--- config.mk ---
export PLATFORM = sky130hd
export DESIGN_NAME = hazard_detection_unit
export DESIGN_NICKNAME = d
export VERILOG_FILES = /design/src/rtl/hazard_pkg.sv /design/src/rtl/hazard_stall_fsm.sv /design/src/rtl/hazard_detection_unit.sv
export SDC_FILE = /design/constraint.sdc
export NUM_CORES = 1
export LEC_CHECK = 0
export CORE_AREA = 4 4 41 43
export CTS_BUF_LIST = sky130_fd_sc_hd__clkbuf_8
export CTS_CLUSTER_SIZE = 14
export DETAILED_ROUTE_END_ITERATION = 8
export DIE_AREA = 0 0 45 47
export PLACE_DENSITY = 0.72
export SYNTH_ARGS = -nofsm -noshare
export SYNTH_HDL_FRONTEND = slang
export SYNTH_SLANG_ARGS = --single-unit
--- constraint.sdc ---
create_clock -name Clock -period 1.7 [get_ports Clock]
set_input_delay 0.34 -clock Clock [delete_from_list [all_inputs] [get_ports Clock]]
set_output_delay 0.34 -clock Clock [all_outputs]
set_load 0.02 [all_outputs]
--- src/rtl/hazard_pkg.sv ---
// Shared definitions for the pipeline hazard detection unit:
// stall-sequencer state encoding and default register-number width.
package hazard_pkg;

    localparam int unsigned RWIDTH_DEFAULT = 5;

    typedef enum logic [1:0] {
        RUN    = 2'd0,
        STALL1 = 2'd1,
        STALL2 = 2'd2
    } state_e;

endpackage

--- src/rtl/hazard_stall_fsm.sv ---
// Multi-cycle stall sequencer: start1 requests one stalled cycle, start2 two.
// Bubbles after the first are counted by state, not re-derived from flushed stages.
module hazard_stall_fsm
    import hazard_pkg::*;
(
    input  logic Clock,
    input  logic Reset,
    input  logic start1,
    input  logic start2,
    output logic stalling
);

    state_e state_q, state_d;

    always_ff @(posedge Clock) begin
        if (Reset) begin
            state_q <= RUN;
        end else begin
            state_q <= state_d;
        end
    end

    always_comb begin
        state_d  = RUN;
        stalling = 1'b0;
        case (state_q)
            RUN: begin
                stalling = start1 | start2;
                state_d  = start2 ? STALL1 : RUN;
            end
            STALL1: begin
                stalling = 1'b1;
                state_d  = RUN;
            end
            // Reserved for a future 3-cycle hazard.
            STALL2: begin
                stalling = 1'b1;
                state_d  = STALL1;
            end
            default: begin
                stalling = 1'b0;
                state_d  = RUN;
            end
        endcase
    end

endmodule

--- src/rtl/hazard_detection_unit.sv ---
// Stall/flush control for the five-stage pipeline (load-use and branch-in-ID hazards).
// Optional stall/flush statistics counters are enabled with HAZARD_STATS_EN.
module hazard_detection_unit
    import hazard_pkg::*;
#(
    parameter int unsigned rwidth = RWIDTH_DEFAULT,
    parameter int unsigned cwidth = 32
) (
    input  logic              Clock,
    input  logic              Reset,
    input  logic [rwidth-1:0] IF_ID_RegisterRs,
    input  logic [rwidth-1:0] IF_ID_RegisterRt,
    input  logic              ID_UsesRt,
    input  logic              ID_Branch,
    input  logic              ID_Branch_Taken,
    input  logic              ID_Jump,
    input  logic              ID_EX_MemRead,
    input  logic              ID_EX_RegWrite,
    input  logic [rwidth-1:0] ID_EX_WriteReg,
    input  logic              EX_MEM_MemRead,
    input  logic [rwidth-1:0] EX_MEM_WriteReg,
    output logic              PCWrite,
    output logic              IF_ID_Write,
    output logic              IF_ID_Flush,
    output logic              ID_EX_Flush
`ifdef HAZARD_STATS_EN
    ,
    output logic [cwidth-1:0] Stall_count,
    output logic [cwidth-1:0] Flush_count
`endif
);

    // A destination of $0 never creates a dependency.
    function automatic logic dep(input logic [rwidth-1:0] d,
                                 input logic [rwidth-1:0] rs,
                                 input logic [rwidth-1:0] rt,
                                 input logic              uses_rt);
        return (d != '0) && ((d == rs) || (uses_rt && (d == rt)));
    endfunction

    logic dep_ex, dep_mem;
    logic h_load_use, h_br_alu, h_br_load_ex, h_br_load_mem;
    logic start1, start2, stalling;

    assign dep_ex  = dep(ID_EX_WriteReg,  IF_ID_RegisterRs, IF_ID_RegisterRt, ID_UsesRt);
    assign dep_mem = dep(EX_MEM_WriteReg, IF_ID_RegisterRs, IF_ID_RegisterRt, ID_UsesRt);

    assign h_load_use    = !ID_Branch && ID_EX_MemRead && dep_ex;
    assign h_br_alu      = ID_Branch && ID_EX_RegWrite && !ID_EX_MemRead && dep_ex;
    assign h_br_load_ex  = ID_Branch && ID_EX_MemRead && dep_ex;
    assign h_br_load_mem = ID_Branch && EX_MEM_MemRead && dep_mem;

    assign start1 = h_load_use | h_br_alu | h_br_load_mem;
    assign start2 = h_br_load_ex;

    hazard_stall_fsm u_stall_fsm (
        .Clock    (Clock),
        .Reset    (Reset),
        .start1   (start1),
        .start2   (start2),
        .stalling (stalling)
    );

    always_comb begin
        PCWrite     = 1'b1;
        IF_ID_Write = 1'b1;
        IF_ID_Flush = ID_Jump | (ID_Branch & ID_Branch_Taken);
        ID_EX_Flush = 1'b0;
        if (Reset) begin
            PCWrite     = 1'b0;
            IF_ID_Write = 1'b0;
            IF_ID_Flush = 1'b1;
            ID_EX_Flush = 1'b1;
        end else if (stalling) begin
            // Stall beats flush: the branch resolves on the first non-stalling cycle.
            PCWrite     = 1'b0;
            IF_ID_Write = 1'b0;
            IF_ID_Flush = 1'b0;
            ID_EX_Flush = 1'b1;
        end
    end

`ifdef HAZARD_STATS_EN
    logic [cwidth-1:0] stall_cnt_q, stall_cnt_d;
    logic [cwidth-1:0] flush_cnt_q, flush_cnt_d;

    always_comb begin
        stall_cnt_d = stall_cnt_q;
        flush_cnt_d = flush_cnt_q;
        if (stalling && (stall_cnt_q != '1)) begin
            stall_cnt_d = stall_cnt_q + 1'b1;
        end
        if (IF_ID_Flush && (flush_cnt_q != '1)) begin
            flush_cnt_d = flush_cnt_q + 1'b1;
        end
    end

    always_ff @(posedge Clock) begin
        if (Reset) begin
            stall_cnt_q <= '0;
            flush_cnt_q <= '0;
        end else begin
            stall_cnt_q <= stall_cnt_d;
            flush_cnt_q <= flush_cnt_d;
        end
    end

    assign Stall_count = stall_cnt_q;
    assign Flush_count = flush_cnt_q;
`endif

endmodule

* After elaboration in Yosys (flattened, before gate mapping)
Index checks and enable logic that the tools add are counted.
** Storage, ports and cells
- Word-level logic and storage cells :: 42
- Register bits :: 2
- Bits of input ports :: 29
** Operators by class
- Eq/ne operators :: 6
- Multiplexer cells :: 9
- Bitwise logic cells :: 5
- Reductions and logical operators :: 21
** Operators with widths (count)
- $eq A5 B5 Y1 :: 4
- $logic_and A1 B1 Y1 :: 13
- $reduce_bool A5 Y1 :: 2
- $mux W1 :: 7
- $or A1 B1 Y1 :: 4
- $pmux W2 S2 :: 1
- $eq A2 B1 Y1 const B :: 1
- $eq A2 B2 Y1 const B :: 1
- $logic_not A1 Y1 :: 2
- $logic_not A2 Y1 :: 1
- $logic_or A1 B1 Y1 :: 2
- $pmux W1 S2 :: 1
- $reduce_or A2 Y1 :: 1
- $and A1 B1 Y1 :: 1

* Longest topological paths before layout
Gate-level depths: netlist (run 1).
- Word-level depth :: 11
- Depth in mapped cells :: 6
- Gate-level depth less buffers :: 5

* By module
Synthesis (run 1) repeated with hierarchy kept, for this count alone.
** Unflattened totals
- Cells, all modules :: 48
- Area total of the unflattened synthesis :: 354.1 um2
** Modules (own cells, without submodules)
- hazard_detection_unit :: area an instance 320.3 um2, sequential area each 0.0 um2, times used 1, cells an instance 45
- hazard_stall_fsm :: area an instance 33.8 um2, sequential area each 20.0 um2, times used 1, cells an instance 3

* Worst setup path before layout (run 1)
No wires, ideal clock.
- Kind :: input to output
- Start point :: input ID_EX_WriteReg[4]
- End point :: output PCWrite
- Cell stages on the path :: 6
- Buffers on the path :: 1
- Slack :: -0.046 ns
- Data arrival time :: 1.406 ns
- Path through :: xnor2_1 nand3_1 o32ai_2 nand3_2 and3b_1 buf_4
** On the way
- Longest elaborated chain between the ends :: 11
- Elaborated cells on any way between the ends :: 15
- Classes of those cells :: eq/ne (2); mux (3); bitwise (3); reduce/logical (7)
** Ends and longest elaborated chain
- start, declared :: line hazard_detection_unit.sv:19 : input logic [rwidth-1:0] ID_EX_WriteReg,
- $eq A5 B5 Y1 :: line hazard_detection_unit.sv:38 : return (d != '0) && ((d == rs) || (uses_rt && (d == rt)));
- $logic_and A1 B1 Y1 :: line hazard_detection_unit.sv:38
- $logic_or A1 B1 Y1 :: line hazard_detection_unit.sv:38
- $logic_and A1 B1 Y1 * :: line hazard_detection_unit.sv:38
- $logic_and A1 B1 Y1, on equally long branches :: line hazard_detection_unit.sv:48, hazard_detection_unit.sv:49
- $or A1 B1 Y1 (2 in a row) :: line hazard_detection_unit.sv:53 : assign start1 = h_load_use | h_br_alu | h_br_load_mem;
- $or A1 B1 Y1 * :: line hazard_stall_fsm.sv:28 : stalling = start1 | start2;
- $pmux W1 S2 * :: line hazard_stall_fsm.sv:26 : case (state_q)
- $mux W1 * (2 in a row)
- end, declared :: line hazard_detection_unit.sv:22 : output logic PCWrite,
Every way passes the cells marked *; elsewhere a longest branch is shown, timed or not.

* Final worst setup path (run 1)
- Start point :: input IF_ID_RegisterRt[1]
- End point :: output IF_ID_Write
** On the way
- Longest elaborated chain between the ends :: 11
- Elaborated cells on any way between the ends :: 18
- Classes of those cells :: eq/ne (2); mux (3); bitwise (3); reduce/logical (10)
** Ends and longest elaborated chain
- start, declared :: line hazard_detection_unit.sv:12 : input logic [rwidth-1:0] IF_ID_RegisterRt,
- $eq A5 B5 Y1 :: line hazard_detection_unit.sv:38
- $logic_and A1 B1 Y1 :: line hazard_detection_unit.sv:38
- $logic_or A1 B1 Y1 :: line hazard_detection_unit.sv:38
- $logic_and A1 B1 Y1 :: line hazard_detection_unit.sv:38
- $logic_and A1 B1 Y1, on equally long branches :: line hazard_detection_unit.sv:48, hazard_detection_unit.sv:49
- $or A1 B1 Y1 (2 in a row) :: line hazard_detection_unit.sv:53
- $or A1 B1 Y1 * :: line hazard_stall_fsm.sv:28
- $pmux W1 S2 * :: line hazard_stall_fsm.sv:26
- $mux W1 * :: line hazard_detection_unit.sv:74 : end else if (stalling) begin
- $mux W1 * :: line hazard_detection_unit.sv:69 : if (Reset) begin
- end, declared :: line hazard_detection_unit.sv:23 : output logic IF_ID_Write,
Marks and branches as above.

==> results of run 1 <==
[logic make-up after synthesis]
kind of cell | synth area share
buf+inv | 0.02091
simple gates | 0.2822
flops | 0.05575
xor+xnor | 0.4878
compound gates | 0.1533
[cells in the mapped netlist (all sizes together)]
master / number / area (sq um)
o22ai: 1 / 6.260
nand3: 3 / 20.02
nand2: 6 / 22.52
nor3: 3 / 15.01
dfxtp: 1 / 20.02
a31o: 1 / 8.760
xnor2: 18 / 157.7
and3: 1 / 7.510
and3b: 1 / 8.760
a21o: 2 / 15.01
a41oi: 1 / 8.760
nand3b: 1 / 7.510
nand4: 2 / 12.51
xor2: 2 / 17.52
o32ai: 1 / 16.27
nor2: 2 / 7.510
buf: 1 / 7.510
[where the power goes]
| part | switching (mW) | leakage (nW) | total (mW) | internal, mW |
|---|---|---|---|---|
| combinational | 0.0876 | 0.337 | 0.209 | 0.121 |
| sequential | 0.000138 | 0.00806 | 0.0243 | 0.0241 |
| clock | 0 | 0 | 0 | 0 |
[layer usage]
| layer | part of all wire | global-route usage | vias up |
|---|---|---|---|
| met5 | 0 | 0 | - |
| met4 | 0.025 | 0.01754 | 0 |
| met3 | 0.13 | 0.01533 | 4 |
| met2 | 0.47 | 0.2288 | 34 |
| met1 | 0.37 | 0.1425 | 217 |
| li1 | - | - | 236 |
[placed cells by master (no fill, tap or decap), drive strengths merged, types with 2 or more instances in the layout]
master	netlist	final
xor2	2	2
nor2	2	2
clkdlybuf4s50	0	6
nand3	3	3
clkbuf	0	2
xnor2	18	18
nand4	2	2
nand2	6	6
a21o	2	2
buf	1	25
nor3	3	3
[what timing repair did]
| item | in CTS | in global routing |
|---|---|---|
| gates resized for setup | 117 | 13 |
| endpoints found under the setup margin | 4 | 4 |
| hold buffers | 0 | 0 |
| buffers inserted | 0 | 1 |
| pin swaps | 28 | 14 |
[worst max-delay path by stage]
stage | from | endpoint | slack, ps | cells past startpoint
floorplan | ID_EX_WriteReg[4] | PCWrite | 30 | 6
global placement | ID_EX_WriteReg[1] | IF_ID_Write | -910 | 7
detailed placement | ID_EX_WriteReg[1] | IF_ID_Write | -940 | 7
CTS | IF_ID_RegisterRs[1] | IF_ID_Flush | -140 | 7
global route | IF_ID_RegisterRt[1] | IF_ID_Write | -220 | 7
finish | IF_ID_RegisterRt[1] | IF_ID_Write | -150 | 7
[area by class of cell]
type                    count  area share
well taps                  15     0.02423
multi-input cells          45      0.5751
flip-flops and latches      1     0.02585
repair buffers             35      0.3748
[through the flow]
step	util	setup WS, ps	instances	area (sq um)	hold WS [ps]
final	0.5952	-153.9	96	774.5	629.8
after global routing	0.5952	-215.7	96	774.5	648.7
after CTS	0.5433	-144.0	95	706.9	634.9
after detailed placement	0.5433	-944.9	95	706.9	614.4
after global placement	0.5433	-906.8	95	706.9	621.6
after floorplan	-	25.94	47	360.3	583.8
[tightest hold or removal path, delay by kind of cell (launching register included)]
family,cells,cell delay [ps]
DFF,1,330
and+or+nand+nor,2,250
==> flow_metrics.env, run 1 <==
export IMPL_drt_initial_drc_count=4
export IMPL_critical_path_class="primary input to output port"
export IMPL_holdPathStages=2
export IMPL_hold_viol=0
export IMPL_drc_errors=0
export IMPL_power_total_uw=232.9
export IMPL_rsz0062_at_grt="true"
export IMPL_slew_headroom=0.8328
export IMPL_drt_first_pass_iters=4
export IMPL_nets=112
export IMPL_synth_nets=76
export IMPL_crit_path_end_kind="output port"
export IMPL_timing_final_crit_share=1.091
export IMPL_dieArea_sq_um=2115
export IMPL_reg2regPathDepth=2
export IMPL_r2r_end="u_stall_fsm.state_q[0]"
export IMPL_fin_skew_ps=0
export IMPL_grt_overflow_total=0
export IMPL_synthCells=47
export IMPL_area_growth_pct=115.7
export IMPL_synth_cell_type_count=18
export IMPL_coreArea_sq_um=1301
export IMPL_whs_endpoint="u_stall_fsm.state_q[0]"
export IMPL_max_flop_register="u_stall_fsm.state_q"
export IMPL_min_path_type="flip-flop to flip-flop"
export IMPL_syn_area_sq_um=359.1
export IMPL_pin_count=33
export IMPL_violations="negative setup slack"
export IMPL_crit_path_top_delay_cell="and3b_2"
export IMPL_synth_warnings=0
export IMPL_rrSetupSlack_ps=1000
export IMPL_ys_seq_area_frac=0.05575
export IMPL_p_leak_nw=0.3450
export IMPL_tightest_slew_ps=250.8
export IMPL_final_fill_count=127
export IMPL_crit_fanout=3
export IMPL_drt_wirelength_per_cell_um=14.01
export IMPL_start_util=0.2760
export IMPL_portBuffers=32
export IMPL_grtUsageTotal=0.1191
export IMPL_num_vias=491
export IMPL_diodes=0
export IMPL_gp_congestion=0.8558
export IMPL_grt_pass1_wl_um=1966
export IMPL_cp_required_ps=1360
export IMPL_syn_area_per_cell_sq_um=7.640
export IMPL_setup_worst_path_start_class="primary input"
export IMPL_viasPerCell=5.115
export IMPL_finalWorstSetupSlack_ps=-153.9
export IMPL_regArea_sq_um=20.02
export IMPL_setup_viol=4
export IMPL_status="finished, violations left"
export IMPL_crit_chain="buf_2 > xnor2_1 > nand4_1 > o22ai_2 > a41oi_2 > and3b_2 > buf_6"
export IMPL_clk_pin_slew_ps=0
export IMPL_rr_startpoint="u_stall_fsm.state_q[0]"
export IMPL_min_from="u_stall_fsm.state_q[0]"
export IMPL_ir_drop_mv=0.1271
export IMPL_routed_wl_um=1345
export IMPL_insertion_delay_ps=0
export IMPL_fmax_mhz=539.4
export IMPL_fp_dieH_um=47
export IMPL_synth_seq_cells=1
export IMPL_powerDensity_nw_per_um2=300.7
export IMPL_drive_gt1_frac=0.5556
export IMPL_antenna_left=0
export IMPL_critPathBufInv=2
export IMPL_grt_max_degree=5
export IMPL_drv_cap=0
export IMPL_largest_register_ffs=1
export IMPL_rows=13
export IMPL_die_w_um=45
export IMPL_finalSetupTns_ps=-490.7
export IMPL_first_global_vias=487
export IMPL_place_hpwl_um=1021
export IMPL_multiInputGateArea_sq_um=445.4
export IMPL_critPathArrivalTime_ps=1510
export IMPL_path_delay_family="simple AND/OR/NAND/NOR gates"
export IMPL_reg_top3="u_stall_fsm.state_q: 1 flops"
export IMPL_antenna_found_initial=0
export IMPL_min_period_ps=1854
export IMPL_maxSlewViolCount=0
export IMPL_max_stage_delay_ps=250
Power figures use the tool's default switching activity.
==> run 2, diff against run 1 <==
CAP_MARGIN = 0   (was unset)
DONT_BUFFER_PORTS = 1   (was unset)
MAX_ROUTING_LAYER = met4   (was unset)
PLACE_DENSITY = unset   (was 0.72)
==> run 2 against run 1 <==
Compared with the run above:
- the run now ends clean
- die area stayed put
- via count is 33% lower
- fmax is 11% higher
- sequential power hardly changed
- final area is 46% lower
- worst setup slack better by 180 ps
- clock skew stayed put
- cell count is 36% lower
- critical path depth is 2 lower
- sequential share of layout area is 2.2 points higher
==> flow_metrics.env, run 2 (same netlist as run 1, synthesis figures left out) <==
export IMPL_reg2regPathDepth=2
export IMPL_setup_viol=0
export IMPL_drt_wirelength_per_cell_um=16.93
export IMPL_drt_first_pass_iters=1
export IMPL_layout_commonest_cell="xnor2_1"
export IMPL_gp_congestion=0.7059
export IMPL_drive_gt1_frac=0.1739
export IMPL_postCtsSetupBuffers=0
export IMPL_pin_count=33
export IMPL_diodes=0
export IMPL_dp_cells=61
export IMPL_ctsHoldBuffers=0
export IMPL_largest_register_ffs=1
export IMPL_antenna_left=0
export IMPL_crit_path_end_kind="output port"
export IMPL_design_area_sq_um=421.7
export IMPL_layout_common_cells="xnor2_1 (15), nand2_1 (6), nor3_1 (3)"
export IMPL_fp_dieH_um=47
export IMPL_status="complete, no violations"
export IMPL_cp_num_cells=5
export IMPL_drt_initial_drc_count=0
export IMPL_viasPerCell=5.361
export IMPL_rows=13
export IMPL_critPathArrivalTime_ps=1340
export IMPL_start_util=0.2760
export IMPL_drc_errors=0
export IMPL_nets=77
export IMPL_critical_path_class="primary input to output port"
export IMPL_max_stage_delay_ps=320
export IMPL_reg_top3="u_stall_fsm.state_q: 1 flops"
export IMPL_place_hpwl_um=880.6
export IMPL_fin_skew_ps=0
export IMPL_min_path_type="flip-flop to flip-flop"
export IMPL_coreArea_sq_um=1301
export IMPL_grt_max_degree=5
export IMPL_routed_wl_um=1033
export IMPL_die_w_um=45
export IMPL_rsz0062_at_grt="true"
export IMPL_placed_cell_area_sq_um=371.6
export IMPL_num_vias=327
export IMPL_finalWorstSetupSlack_ps=24.90
export IMPL_grt_overflow_total=0
export IMPL_p_leak_nw=0.1255
export IMPL_dieArea_sq_um=2115
export IMPL_crit_path_top_delay_cell="and3b_2"
export IMPL_rrSetupSlack_ps=1010
export IMPL_maxSlewViolCount=0
export IMPL_min_period_ps=1675
export IMPL_powerDensity_nw_per_um2=284.9
export IMPL_insertion_delay_ps=0
export IMPL_finalCoreUtilization=0.3240
export IMPL_cp_required_ps=1360
export IMPL_crit_top_cell="nand3_2"
export IMPL_grt_pass1_wl_um=1352
export IMPL_timing_final_crit_share=0.9854
export IMPL_crit_chain="xnor2_4 > nand3_2 > o32ai_4 > nand3_2 > and3b_2"
export IMPL_holdPathStages=2
export IMPL_setup_worst_path_start_class="primary input"
export IMPL_final_fill_count=150
export IMPL_path_delay_family="simple AND/OR/NAND/NOR gates"
export IMPL_tightest_slew_ps=264.0
export IMPL_portBuffers=0
export IMPL_ir_drop_mv=0.1080
export IMPL_max_flop_register="u_stall_fsm.state_q"
export IMPL_clk_pin_slew_ps=0
export IMPL_drv_cap=0
export IMPL_stdcell_count=61
export IMPL_area_growth_pct=17.42
export IMPL_post_place_ws_ps=13.91
export IMPL_slew_headroom=0.8217
export IMPL_critPathBufInv=0
export IMPL_antenna_found_initial=0
export IMPL_cts_repair_resized=0
export IMPL_first_global_vias=325
export IMPL_grtUsageTotal=0.08537
export IMPL_hold_viol=0
export IMPL_fmax_mhz=597.0
export IMPL_crit_fanout=3
run 2: tightest hold or removal path, stage by stage (launching register included):
cell	delay [ps]
dfxtp_1	300
nor3_1	50
and3_2	190
run 2: report_power, final:
part	leakage, nW	internal [mW]	switching [mW]	total [mW]
clock	0	0	0	0
combinational	0.117	0.0549	0.0411	0.0959
sequential	0.00806	0.0241	0.0000803	0.0242
run 2: stage by stage:
step                      hold WS, ps  TNS [ps]  total power, mW
after floorplan                 583.8         0          0.09976
after global placement          596.7         0           0.1052
after detailed placement        598.8         0           0.1054
after CTS                       600.7         0           0.1058
after global routing            615.9    -91.29           0.1269
final                           600.1         0           0.1201
run 2: path summary, 6_finish.rpt:
check / startpoint / endpoint
max: ID_EX_WriteReg[3] / PCWrite
min: u_stall_fsm.state_q[0] / u_stall_fsm.state_q[0]
min reg2reg: u_stall_fsm.state_q[0] / u_stall_fsm.state_q[0]
max reg2reg: u_stall_fsm.state_q[0] / u_stall_fsm.state_q[0]
run 2: layout make-up:
cell class | count | area, sq um | area share
well taps | 15 | 18.77 | 0.04451
multi-input cells | 45 | 382.9 | 0.9080
flip-flops and latches | 1 | 20.02 | 0.04748
run 2: metal layers:
| metal | up-vias | share of wire | GRT usage |
|---|---|---|---|
| met2 | 28 | 0.49 | 0.1582 |
| met4 | 0 | 0 | 0 |
| li1 | 163 | - | - |
| met3 | 0 | 0.16 | 0.01916 |
| met1 | 136 | 0.35 | 0.09910 |
| met5 | - | 0 | - |
==> run 3, diff against run 2 <==
clock period = 1.5 ns   (was 1.7 ns; I/O delays follow)
==> run 3 against run 2 <==
Compared with the run above:
- the run now ends with negative setup slack left
- global-route usage is 1.2 points higher
- largest power group unchanged
- highest routed layer unchanged
- final area increased by 9.5%
- worst setup slack worse by 45 ps
- total power grew 21%
- sequential power is 14% higher
- clock skew stayed put
- sequential share of layout area down 0.41 points
==> flow_metrics.env, run 3 (same netlist as run 1, synthesis figures left out) <==
export IMPL_start_util=0.2760
export IMPL_clk_pin_slew_ps=0
export IMPL_nets=77
export IMPL_portBuffers=0
export IMPL_fmax_mhz=657.9
export IMPL_max_flop_register="u_stall_fsm.state_q"
export IMPL_maxSlewViolCount=0
export IMPL_critical_path_class="primary input to output port"
export IMPL_crit_path_end_kind="output port"
export IMPL_rows=13
export IMPL_die_w_um=45
export IMPL_drv_cap=0
export IMPL_first_global_vias=395
export IMPL_antenna_left=0
export IMPL_setup_worst_path_start_class="primary input"
export IMPL_ctsHoldBuffers=0
export IMPL_routed_wl_um=1048
export IMPL_ir_drop_mv=0.1411
export IMPL_drt_wirelength_per_cell_um=17.18
export IMPL_pin_count=33
export IMPL_insertion_delay_ps=0
export IMPL_post_place_ws_ps=-73.37
export IMPL_p_leak_nw=0.1398
export IMPL_antenna_found_initial=0
export IMPL_critPathArrivalTime_ps=1220
export IMPL_dieArea_sq_um=2115
export IMPL_area_growth_pct=28.57
export IMPL_grt_pass1_wl_um=1538
export IMPL_rsz0062_at_grt="true"
export IMPL_place_hpwl_um=954.4
export IMPL_timing_final_crit_share=1.013
export IMPL_status="finished, violations left"
export IMPL_num_vias=330
export IMPL_hold_viol=0
export IMPL_setup_viol=3
export IMPL_largest_register_ffs=1
export IMPL_grt_max_degree=5
export IMPL_tightest_slew_ps=269.5
export IMPL_diodes=0
export IMPL_postCtsSetupBuffers=0
export IMPL_drive_gt1_frac=0.2609
export IMPL_min_path_type="primary input to flip-flop"
export IMPL_fp_dieH_um=47
export IMPL_viasPerCell=5.410
export IMPL_coreArea_sq_um=1301
export IMPL_min_period_ps=1520
export IMPL_design_area_sq_um=461.7
export IMPL_crit_fanout=3
export IMPL_layout_common_cells="xnor2_1 (13), nand2_1 (6), xnor2_2 (3), nor3_1 (3)"
export IMPL_grtUsageTotal=0.09780
export IMPL_powerDensity_nw_per_um2=315.2
export IMPL_gp_congestion=0.7645
export IMPL_slew_headroom=0.8197
export IMPL_drt_initial_drc_count=0
export IMPL_drc_errors=0
export IMPL_reg_top3="u_stall_fsm.state_q: 1 flops"
export IMPL_fin_skew_ps=0
export IMPL_cp_required_ps=1200
export IMPL_grt_overflow_total=0
export IMPL_finalWorstSetupSlack_ps=-19.94
export IMPL_layout_commonest_cell="xnor2_1"
export IMPL_violations="negative setup slack"
export IMPL_drt_first_pass_iters=1
export IMPL_final_fill_count=148
export IMPL_placed_cell_area_sq_um=394.1
[run 3: worst paths after layout]
path | from | end | slack [ps] | cells after the start
setup / recovery | IF_ID_RegisterRs[3] | IF_ID_Write | -20 | 5
hold / removal | Reset | u_stall_fsm.state_q[0] | 580 | 2
setup reg to reg | u_stall_fsm.state_q[0] | u_stall_fsm.state_q[0] | 780 | 2
hold reg to reg | u_stall_fsm.state_q[0] | u_stall_fsm.state_q[0] | 630 | 2
[run 3: report_power, final]
group          switching (mW)  internal (mW)
Sequential           0.000135         0.0274
Combinational          0.0485         0.0695
Clock                       0              0
[run 3: critical path: stages]
cell and delay [ps]:
xnor2_4 140, nand3_2 100, o32ai_4 240, nand3_2 120
and3b_2 310
[run 3: final cells by class]
class | instances | area, sq um | area share
Multi-Input combinational cell | 45 | 422.9 | 0.9160
Sequential cell | 1 | 20.02 | 0.04336
Tap cell | 15 | 18.77 | 0.04065
[run 3: layer usage]
metal / GRT usage / wire, um
met2: 0.1864 / 561
met4: 0 / 0
met5: - / 0
met1: 0.1134 / 381
met3: 0.01533 / 105
[run 3: timing repair]
item	in CTS	in global routing
gates resized for setup	3	5
cloned	0	0
setup endpoints to repair	3	4
pin swaps	1	5
[run 3: stage by stage]
step                      hold slack, ps  utilization  power (mW)  std cells  setup TNS, ps
after floorplan                    564.7            -      0.1200         47         -74.19
after global placement             572.4       0.3029      0.1255         61         -124.2
after detailed placement           584.3       0.3029      0.1260         61         -201.1
after CTS                          584.3       0.3240      0.1347         61         -148.4
after global routing               592.0       0.3548      0.1529         61         -169.7
final                              583.2       0.3548      0.1455         61         -50.61
==> variant (config.mk and constraints of run 2) <==
Register the output `ID_EX_Flush`; this adds one clock of latency there. The other outputs are not delayed to match.
--- a/src/rtl/hazard_detection_unit.sv
+++ b/src/rtl/hazard_detection_unit.sv
@@ -30,4 +30,6 @@
 `endif
 );
+
+    logic ID_EX_Flush_d;
 
     // A destination of $0 never creates a dependency.
@@ -66,10 +68,10 @@
         IF_ID_Write = 1'b1;
         IF_ID_Flush = ID_Jump | (ID_Branch & ID_Branch_Taken);
-        ID_EX_Flush = 1'b0;
+        ID_EX_Flush_d = 1'b0;
         if (Reset) begin
             PCWrite     = 1'b0;
             IF_ID_Write = 1'b0;
             IF_ID_Flush = 1'b1;
-            ID_EX_Flush = 1'b1;
+            ID_EX_Flush_d = 1'b1;
         end else if (stalling) begin
             // Stall beats flush: the branch resolves on the first non-stalling cycle.
@@ -77,5 +79,5 @@
             IF_ID_Write = 1'b0;
             IF_ID_Flush = 1'b0;
-            ID_EX_Flush = 1'b1;
+            ID_EX_Flush_d = 1'b1;
         end
     end
@@ -110,4 +112,8 @@
 `endif
 
+    always_ff @(posedge Clock) begin
+        ID_EX_Flush <= ID_EX_Flush_d;
+    end
+
 endmodule
 
Behaviour: not the same (Yosys sat finds a counterexample within 4 cycles, from zero or initial values and one cycle with Reset high).
==> variant against run 2 <==
The run now ends with setup timing left; global-route usage increased by 1.3 points; highest routed layer unchanged; total power grew to 2.6 times the old value; first-iteration DRC count is the same; sequential cell count up 1; synthesized cell count grew 2.1%; area after synthesis rose by 4.2%; wire length down 4.4%; largest power group is now clock; sequential share of layout area is 4.3 points higher; final area up 5.3%; via count is 4.3% higher; setup slack worse by 0.11 ns.
==> variant: results (changes against run 2) <==
{| class="wikitable"
! Metric !! Value
|-
| Run status || finished, violations left (was complete, no violations)
|-
| Failing checks || setup timing
|-
| Power density normalized to cell area || 703 nW/um^2 (was 285 nW/um^2)
|-
| Worst setup path startpoint || EX_MEM_WriteReg[1] (was ID_EX_WriteReg[3])
|-
| Worst hold margin || 0.260 ns (was 0.600 ns)
|-
| Peak supply drop || 0.000522 V (was 0.000108 V)
|-
| Portion of the post-synthesis area used by sequential elements || 10.7% (was 5.57%)
|-
| Post-Synthesis Net Count || 77 (was 76)
|-
| Met1 wire length || 346 um (was 363 um)
|-
| Data arrival time at the worst-slack endpoint || 1.45 ns (was 1.34 ns)
|-
| Worst Setup Slack, final || -0.0881 ns (was 0.0249 ns)
|-
| Leading registers by flop count || ID_EX_Flush: 1 flops, u_stall_fsm.state_q: 1 flops (was u_stall_fsm.state_q: 1 flops)
|-
| Worst hold path class || primary input to flip-flop (was flip-flop to flip-flop)
|-
| Avg Synthesized Cell Area || 7.79 um^2 (was 7.64 um^2)
|-
| Slew at the pin with the worst max-slew slack || 0.250 ns (was 0.264 ns)
|-
| Total placed cells including tap cells || 63 (was 61)
|-
| Layout cell share with drive strength beyond 1 || 17.3% (was 17.4%)
|-
| Leak || 0.158 nW (was 0.126 nW)
|-
| Slowest Stage Delay on Critical Path || 0.52 ns (was 0.32 ns)
|-
| Reg-to-Reg End || u_stall_fsm.state_q[0]$_SDFF_PP0_ (unchanged)
|-
| Top_reg_cell synth || dfxtp_1 (unchanged)
|-
| Vias after detailed routing || 341 (was 327)
|-
| Clock-pin transition on the worst setup and hold timing paths || 0.03 ns (was 0 ns)
|-
| Detailed route wirelength on metal3 || 105 um (was 163 um)
|-
| Worst reg2reg setup slack || 0.99 ns (was 1.01 ns)
|-
| Global-route wire length before repair || 1440 um (was 1350 um)
|-
| Total placed instance area || 395 um^2 (was 372 um^2)
|-
| Top post-synthesis cells by count || xor2_1 (11), xnor2_1 (9), nor2_1 (5) (was xnor2_1 (18), nand2_1 (6), nor3_1 (3))
|-
| Worst-case setup slack after placement || -0.0964 ns (was 0.0139 ns)
|-
| Aggregate global-route resource usage || 9.85% (was 8.54%)
|-
| Top area cells in the synthesized netlist || xor2_1 (26%), xnor2_1 (21%), dfxtp_1 (11%) (was xnor2_1 (44%), nand2_1 (6.3%), dfxtp_1 (5.6%))
|-
| Via count of the first global-routing pass || 372 (was 325)
|-
| Length of routed met2 wiring || 537 um (was 506 um)
|-
| Sum of negative setup slack || -0.259 ns (was 0 ns)
|-
| Average wire per cell in the routed design || 14.7 um (was 16.9 um)
|-
| Insertion delay to the later sink of the worst-skew pair || 0.21 ns (was 0 ns)
|-
| Number of standard cells in the layout, taps in and fillers out || 67 (was 61)
|-
| Nets || 83 (was 77)
|-
| Number of setup violations in the final report || 3 (was 0)
|-
| Placed wire-length estimate || 880 um (was 881 um)
|-
| Async set-or-reset flop fraction in the synthesized netlist || 0% (unchanged)
|-
| Cell with the largest stage delay on the worst path || or4_4 (was and3b_2)
|-
| Path depth of the worst reg2reg path || 3 (was 2)
|}
-- variant: where the power goes --
part           switching, mW  internal [mW]  leakage [nW]
logic                 0.0344         0.0437         0.120
clock network         0.0324          0.149        0.0216
registers            0.00310         0.0495        0.0165
total                 0.0699          0.242         0.158
-- variant: repair_timing --
item | CTS | global route
resized for setup | 0 | 0
pin swaps | 1 | 0
buffers inserted | 0 | 1
endpoints found under the setup margin | 3 | 3
-- variant: per-layer routing --
| metal | track usage [%] | vias up |
|---|---|---|
| met4 | 7.02 | 0 |
| met5 | - | - |
| met2 | 16.1 | 10 |
| met3 | 3.83 | 0 |
| met1 | 9.50 | 155 |
| li1 | - | 176 |
-- variant: layout make-up --
type / count / share of cell area, %
clock buffers: 3 / 9.30
repair buffers: 2 / 3.38
multi-input cells: 45 / 74.1
well taps: 15 / 4.23
flip-flops and latches: 2 / 9.01
-- variant: how the worst min path moves through the flow --
stage,startpoint,endpoint,cells past startpoint
3_3_place_gp,ID_Branch,u_stall_fsm.state_q[0]$_SDFF_PP0_,2
5_1_grt,ID_Branch,u_stall_fsm.state_q[0]$_SDFF_PP0_,2
3_5_place_dp,u_stall_fsm.state_q[0]$_SDFF_PP0_,ID_EX_Flush$_SDFF_PP1_,2
6_report,ID_Branch,u_stall_fsm.state_q[0]$_SDFF_PP0_,2
2_1_floorplan,u_stall_fsm.state_q[0]$_SDFF_PP0_,ID_EX_Flush$_SDFF_PP1_,2
4_1_cts,ID_Branch,u_stall_fsm.state_q[0]$_SDFF_PP0_,2
-- variant: cells by family (layout without fill, tap and decap cells) --
group / after synthesis / after routing / synth area share (%)
XOR/XNOR: 20 / 20 / 46.8
AND/OR/NAND/NOR: 17 / 17 / 22.4
AO/OA/AOI/OAI: 8 / 8 / 18.1
flip-flops: 2 / 2 / 10.7
buffers and inverters: 1 / 5 / 2.01
